## src/rtl/mac_pkg.sv

```systemverilog
// Shared types and constants for the windowed multiply-accumulate sink.
package mac_pkg;

    localparam int unsigned WIDTH_IN_DEF  = 8;
    localparam int unsigned WIDTH_ACC_DEF = 24;

    typedef enum logic [1:0] {
        IDLE = 2'd0,
        ACC  = 2'd1,
        HOLD = 2'd2
    } mac_state_e;

    // Signed max (neg=0) or min (neg=1) of a w-bit value, in the low w bits.
    function automatic logic [63:0] sat_limit(input int unsigned w, input logic neg);
        logic [63:0] lim;
        lim = (64'd1 << (w - 1)) - 64'd1;
        if (neg) begin
            lim = ~lim;
        end
        return lim;
    endfunction

endpackage

```

## src/rtl/mac_sat_add.sv

```systemverilog
// Signed adder with overflow flag; saturates on overflow when MAC_SAT_EN is defined,
// otherwise wraps modulo 2^W.
module mac_sat_add
    import mac_pkg::*;
#(
    parameter int unsigned W = WIDTH_ACC_DEF
) (
    input  logic signed [W-1:0] a,
    input  logic signed [W-1:0] b,
    output logic signed [W-1:0] sum_c,
    output logic                ovf_c
);

    logic signed [W-1:0] raw;

    // Overflow when both operands share a sign the wrapped sum does not.
    always_comb begin
        raw   = a + b;
        ovf_c = (a[W-1] == b[W-1]) && (raw[W-1] != a[W-1]);
`ifdef MAC_SAT_EN
        sum_c = ovf_c ? W'(sat_limit(W, a[W-1])) : raw;
`else
        sum_c = raw;
`endif
    end

endmodule

```

## src/rtl/mac_window_acc.sv

```systemverilog
// Windowed multiply-accumulate sink: accumulates signed a*b products, closes a
// window on each tick and offers the window sum on a valid/ready result port.
// Build option: MAC_SAT_EN selects saturating instead of wrapping accumulation.
module mac_window_acc
    import mac_pkg::*;
#(
    parameter int unsigned WIDTH_IN  = WIDTH_IN_DEF,
    parameter int unsigned WIDTH_ACC = WIDTH_ACC_DEF
) (
    input  logic                        clk,
    input  logic                        rst_n,
    input  logic                        en_i,
    input  logic                        clr_i,
    input  logic                        tick_i,
    input  logic signed [WIDTH_IN-1:0]  a_i,
    input  logic signed [WIDTH_IN-1:0]  b_i,
    input  logic                        in_valid_i,
    output logic                        in_ready_o,
    output logic signed [WIDTH_ACC-1:0] res_o,
    output logic                        res_valid_o,
    input  logic                        res_ready_i,
    output logic                        ovf_o
);

    localparam int unsigned PROD_W = 2 * WIDTH_IN;

    mac_state_e                  state_q, state_d;
    logic signed [WIDTH_ACC-1:0] acc_q, acc_d;
    logic                        wovf_q, wovf_d;
    logic signed [WIDTH_ACC-1:0] res_d;
    logic                        res_valid_d;
    logic                        ovf_d;
    logic                        in_ready_d;

    logic                        fire;
    logic                        port_free;
    logic signed [PROD_W-1:0]    prod;
    logic signed [WIDTH_ACC-1:0] prod_ext;
    logic signed [WIDTH_ACC-1:0] addend;
    logic signed [WIDTH_ACC-1:0] sum_c;
    logic                        add_ovf_c;

    // Full-width signed product, sign-extended into the accumulator width.
    assign fire     = in_valid_i && in_ready_o;
    assign prod     = PROD_W'(a_i) * PROD_W'(b_i);
    assign prod_ext = WIDTH_ACC'(prod);
    assign addend   = fire ? prod_ext : '0;

    mac_sat_add #(
        .W (WIDTH_ACC)
    ) u_add (
        .a     (acc_q),
        .b     (addend),
        .sum_c (sum_c),
        .ovf_c (add_ovf_c)
    );

    // Next state, accumulator and result-port updates; clr > tick > fire.
    always_comb begin
        state_d     = state_q;
        acc_d       = acc_q;
        wovf_d      = wovf_q;
        res_d       = res_o;
        res_valid_d = res_valid_o;
        ovf_d       = ovf_o;
        port_free   = !res_valid_o || res_ready_i;

        if (res_valid_o && res_ready_i) begin
            res_valid_d = 1'b0;
        end

        if (clr_i) begin
            acc_d       = '0;
            wovf_d      = 1'b0;
            res_valid_d = 1'b0;
            ovf_d       = 1'b0;
            state_d     = en_i ? ACC : IDLE;
        end else begin
            case (state_q)
                IDLE: begin
                    if (en_i) begin
                        state_d = ACC;
                    end
                end
                ACC: begin
                    if (tick_i && port_free) begin
                        // Same-cycle fire belongs to the closing window.
                        res_d       = sum_c;
                        ovf_d       = wovf_q | add_ovf_c;
                        res_valid_d = 1'b1;
                        acc_d       = '0;
                        wovf_d      = 1'b0;
                        state_d     = en_i ? ACC : IDLE;
                    end else begin
                        acc_d  = sum_c;
                        wovf_d = wovf_q | add_ovf_c;
                        if (tick_i) begin
                            state_d = HOLD;
                        end else if (!en_i) begin
                            state_d = IDLE;
                        end
                    end
                end
                HOLD: begin
                    if (res_ready_i) begin
                        res_d       = acc_q;
                        ovf_d       = wovf_q;
                        res_valid_d = 1'b1;
                        acc_d       = '0;
                        wovf_d      = 1'b0;
                        state_d     = en_i ? ACC : IDLE;
                    end
                end
                default: begin
                    state_d = IDLE;
                end
            endcase
        end

        in_ready_d = (state_d == ACC);
    end

    // State and registered outputs.
    always_ff @(posedge clk or negedge rst_n) begin
        if (!rst_n) begin
            state_q     <= IDLE;
            acc_q       <= '0;
            wovf_q      <= 1'b0;
            res_o       <= '0;
            res_valid_o <= 1'b0;
            ovf_o       <= 1'b0;
            in_ready_o  <= 1'b0;
        end else begin
            state_q     <= state_d;
            acc_q       <= acc_d;
            wovf_q      <= wovf_d;
            res_o       <= res_d;
            res_valid_o <= res_valid_d;
            ovf_o       <= ovf_d;
            in_ready_o  <= in_ready_d;
        end
    end

endmodule

```

## config.mk

```make
export PLATFORM = sky130hd
export DESIGN_NAME = mac_window_acc
export DESIGN_NICKNAME = d
export VERILOG_FILES = /design/src/rtl/mac_pkg.sv /design/src/rtl/mac_sat_add.sv /design/src/rtl/mac_window_acc.sv
export SDC_FILE = /design/constraint.sdc
export NUM_CORES = 1
export LEC_CHECK = 0
export BUFFER_PORTS_ARGS = -buffer_cell sky130_fd_sc_hd__buf_4
export CELL_PAD_IN_SITES_DETAIL_PLACEMENT = 1
export CELL_PAD_IN_SITES_GLOBAL_PLACEMENT = 2
export CORE_MARGIN = 1
export CORE_UTILIZATION = 30
export DETAILED_ROUTE_END_ITERATION = 6
export PLACE_DENSITY = 0.75
export SLEW_MARGIN = 20
export SYNTH_ARGS = -nofsm -noshare
export SYNTH_HDL_FRONTEND = slang
export SYNTH_SLANG_ARGS = --single-unit
```

## constraint.sdc

```tcl
create_clock -name clk -period 4.5 [get_ports clk]
set_input_delay 0 -clock clk [delete_from_list [all_inputs] [get_ports clk]]
set_output_delay 0 -clock clk [all_outputs]
set_load 0.05 [all_outputs]
```

==> results.rst <==
.. list-table::
   :header-rows: 1

   * - Metric
     - Value
   * - Post-synthesis instance total
     - approximately 670
   * - Fin. Hold Viols
     - 0
   * - Critical path's top delay family
     - adder cells
   * - Final Critical Period
     - 5568 ps
   * - Worst clock skew
     - 8.756 ps
   * - Remaining number of nets flagged by the antenna check after routing
     - 0
   * - Critical Path Fanout Max
     - 6
   * - Drt total wl
     - 17.56 mm
   * - First DRT Iteration DRCs
     - 131
   * - Cell types with the largest area share after synthesis
     - sky130_fd_sc_hd__dfrtp_1 22%, sky130_fd_sc_hd__fa_1 19%, sky130_fd_sc_hd__ha_1 10%, sky130_fd_sc_hd__inv_1 5.9%, sky130_fd_sc_hd__and2_1 4.8%
   * - Die H
     - 144.1 um
   * - Worst Hold Margin
     - approximately 41 ps
   * - Aggregate global routing overflow
     - 0
   * - Most common flop cell mapped by yosys
     - sky130_fd_sc_hd__dfrtp_1
   * - Via count
     - 5,267
   * - Antenna Cells
     - 0
   * - Post-synth net total
     - between 700 and 800
   * - Max IR drop VDD
     - 0.2651 mV
   * - Non-filler instance count after layout
     - ~1,100
   * - Count of unique library cells instantiated by Yosys
     - 62
   * - Max-cap viol count
     - 0
   * - Most frequent cells after synthesis
     - 95 x sky130_fd_sc_hd__inv_1, 56 x sky130_fd_sc_hd__fa_1, 54 x sky130_fd_sc_hd__dfrtp_1
   * - Worst path max stage delay
     - 520 ps
   * - Result of the run
     - complete, but fails checks
   * - Top cell type by total area after synthesis
     - sky130_fd_sc_hd__dfrtp_1
   * - Worst hold path type
     - in2reg
   * - Number of nets in the layout
     - 946
   * - Nature of the critical path endpoint
     - flip-flop
   * - Number of enable flip-flop cells after synthesis
     - 0
   * - Total net switching power
     - 2.187 mW
   * - Crit Path Class
     - in2reg
   * - Yosys warnings
     - 0
   * - Reg area
     - 1351 sq um
   * - Average footprint of a synthesized cell
     - 9.025 sq um
   * - Routed wirelength normalized by instance count
     - 16.20 um
   * - Part of the total power dissipated in the clock network
     - 9.5%
   * - Static power due to leakage
     - 4.059 nW
   * - Routability Congestion
     - 0.8416
   * - Top-Level Pins
     - 50
   * - Proportion of synthesized chip area in sequential cells
     - around 22%
   * - Bufs and invs on worst path
     - 5
   * - Pins Over Slew Limit
     - 0
   * - TritonCTS clock tree
     - yes
   * - Drc violations
     - 0
   * - Vias per cell
     - 4.859
   * - Combinational fraction of design power
     - 75.2%
   * - Input/output buffers
     - 49
   * - Flop and latch count out of synthesis
     - 54
   * - Fraction of the core area covered by cells at the end of the flow
     - 42.40%
   * - Standard cell with the maximum stage delay on the critical path
     - sky130_fd_sc_hd__fa_1
   * - Fill cell total of the finished layout
     - 2,321
   * - Maximum number of pins on one net before global-route repair
     - 55
   * - Final setup violation count
     - 30
   * - Syn-to-layout area delta
     - 37.60%
   * - Unrepaired setup endpoints after global routing
     - yes
   * - Count of H-tree levels built during CTS
     - 2
   * - Deepest clock path buffer count
     - 2
   * - Req. time, crit path
     - ~4700 ps
   * - Antenna violations before repair
     - 0
   * - Slew of the pin with the lowest slew margin
     - 1012 ps
   * - Worst-case setup margin in the final layout
     - -1068 ps
   * - Instance area at placement
     - 7463 sq um
   * - Layout cells sized above 1
     - 31.99%
   * - Most instantiated library cell after synthesis
     - sky130_fd_sc_hd__inv_1
   * - Overall routing resource usage
     - 17.22%
   * - Sw Share
     - 46.17%
   * - Post-DP HPWL
     - 13.62 mm
   * - Cell Area, Synth
     - 6056 sq um
   * - Wire length of the first global-routing pass
     - 28.19 mm
   * - Effective utilization at floorplan
     - 30.81%
   * - Footprint of the multi-input gates
     - about 4900 sq um
   * - Die Span X
     - ~140 um
   * - Die area
     - 20,760 sq um
   * - Violated checks
     - negative setup slack
   * - Fin area
     - 8333 sq um
   * - Power density over the cells
     - 568.5 nW/um^2
   * - Num rows
     - 51
   * - Sequential Power Share
     - between 10% and 20%
   * - Area of the core region
     - 19,650 sq um
   * - Total internal power
     - between 2 and 3 mW
   * - Share of the synthesized area in the top cell type
     - 22.31%
   * - TritonCTS sink count
     - 54
   * - Total CTS buffers
     - 5
   * - Post-synthesis async set-or-reset flop share
     - between 90% and 100%
   * - Top achievable clock speed
     - roughly 180 MHz
   * - First-pass detailed-route iteration total
     - 4
   * - Placed cell count
     - 1,057
   * - Clock Root Buffer
     - sky130_fd_sc_hd__clkbuf_16
   * - Share of the cycle needed by the critical path after routing
     - 123.7%
   * - Clock transition time at the flip-flop clock pins of the worst setup and hold paths
     - 70 ps
   * - Arrival time of data at the critical path endpoint
     - between 5000 and 6000 ps
   * - Startpoint class of the critical path
     - input pin
   * - Rel. slew slack
     - 32.55%
   * - Vias in the first global route
     - roughly 5,600
   * - Clock latency reported for the late side of the worst-skew pair
     - 300 ps
[cells in the final DEF (no fill, tap or decap), drive strengths merged, types with 3 or more instances in the layout]
cell         synthesis  routed
dlygate4sd3          0       3
a22o                11      11
xor2                 9       9
or2                  5       5
buf                  3     156
nand2b               7       7
and3                 8       8
or4                  3       3
or3                 13      13
o31a                 4       4
o21ai               36      36
ha                  49      49
inv                 95      95
a31oi               14      14
nor2                33      33
a31o                 3       3
fa                  56      56
dfrtp               54      54
nor3                10      10
nor2b               12      12
a21oi               33      33
mux2i               16      16
a21o                11      11
nor3b                5       5
o21bai               4       4
o31ai                3       3
xnor2               22      22
o21a                 4       4
a21boi               3       3
nand2               47      47
nand3                8       8
clkbuf              16       5
and2                46      46
[metal layers]
layer  GRT usage [%]  routed length, um  up-vias
li1                -                  -     2545
met1           22.02               8056     2648
met2           32.06               9056       63
met3          0.9603                281       11
met4           2.912                169        0
met5               0                  0        -
[state kept, by name, summed over array words and instances (netlist names)]
| signal | cells |
|---|---|
| ovf_o | 1 |
| res_valid_o | 1 |
| in_ready_o | 1 |
| state_q | 2 |
| res_o | 24 |
| acc_q | 24 |
| wovf_q | 1 |
[final cells by class]
class	count	share of cell area, %
multi-input combinational	503	58.32
tap	265	3.979
sequential	54	16.22
timing repair buffer	159	15.23
clock buffer	5	1.502
inverter	95	4.279
clock inverter	3	0.4805
[timing repair]
action / 4_1_cts / 5_1_grt
setup endpoints to repair: 31 / 33
hold endpoints to repair: 57 / 0
pin swaps: 39 / 60
hold buffers: 3 / 0
resized for setup: 50 / 65
buffers inserted: 12 / 8
[per-stage QoR]
step,setup WS [ps],TNS [ps],power (mW)
after floorplan,-1003,-18040,2.695
after CTS,-1048,-22580,4.430
after global routing,-1245,-29400,5.126
after global placement,-1306,-30230,3.634
final,-1068,-22960,4.737
after detailed placement,-1534,-35220,3.746
[cells by family (layout without fill, tap and decap cells)]
logic type,count (synthesis),after routing,share of synthesized area (%)
AOI/OAI and AO/OA,145,145,16.51
xor gates and xnor gates,31,31,4.483
and+or+nand+nor,204,204,17.85
DFF,54,54,22.31
muxes,18,18,3.016
adders and majority gates,105,105,28.64
buffers and inverters,114,262,7.190
[tightest hold or removal path, cell delays in order]
cell	delay [ps]
sky130_fd_sc_hd__buf_4	110
sky130_fd_sc_hd__nand2b_1	120
sky130_fd_sc_hd__a21oi_1	60
[power by group through the flow]
stage | logic, mW | clock network (mW) | registers (mW)
2_1_floorplan | 1.70 | 0 | 0.997
3_3_place_gp | 2.92 | 0 | 0.716
3_5_place_dp | 3.02 | 0 | 0.725
4_1_cts | 3.25 | 0.459 | 0.718
5_1_grt | 3.91 | 0.471 | 0.741
6_report | 3.56 | 0.450 | 0.723
[worst paths after layout]
| path | startpoint | end | slack, ps | cells after the start |
|---|---|---|---|---|
| max in group asynchronous | rst_n | res_o[5]$_DFFE_PN0P_ | 3710 | 2 |
| min in group asynchronous | rst_n | res_o[15]$_DFFE_PN0P_ | 300 | 2 |
| worst min-delay path | res_ready_i | res_valid_o$_DFF_PN0_ | 40 | 3 |
| worst max register to register | in_ready_o$_DFF_PN0_ | res_o[16]$_DFFE_PN0P_ | 790 | 12 |
| worst min register to register | res_o[2]$_DFFE_PN0P_ | res_o[2]$_DFFE_PN0P_ | 490 | 2 |
| worst max-delay path | a_i[3] | res_o[21]$_DFFE_PN0P_ | -1070 | 28 |
(Power assumes the default switching activity.)
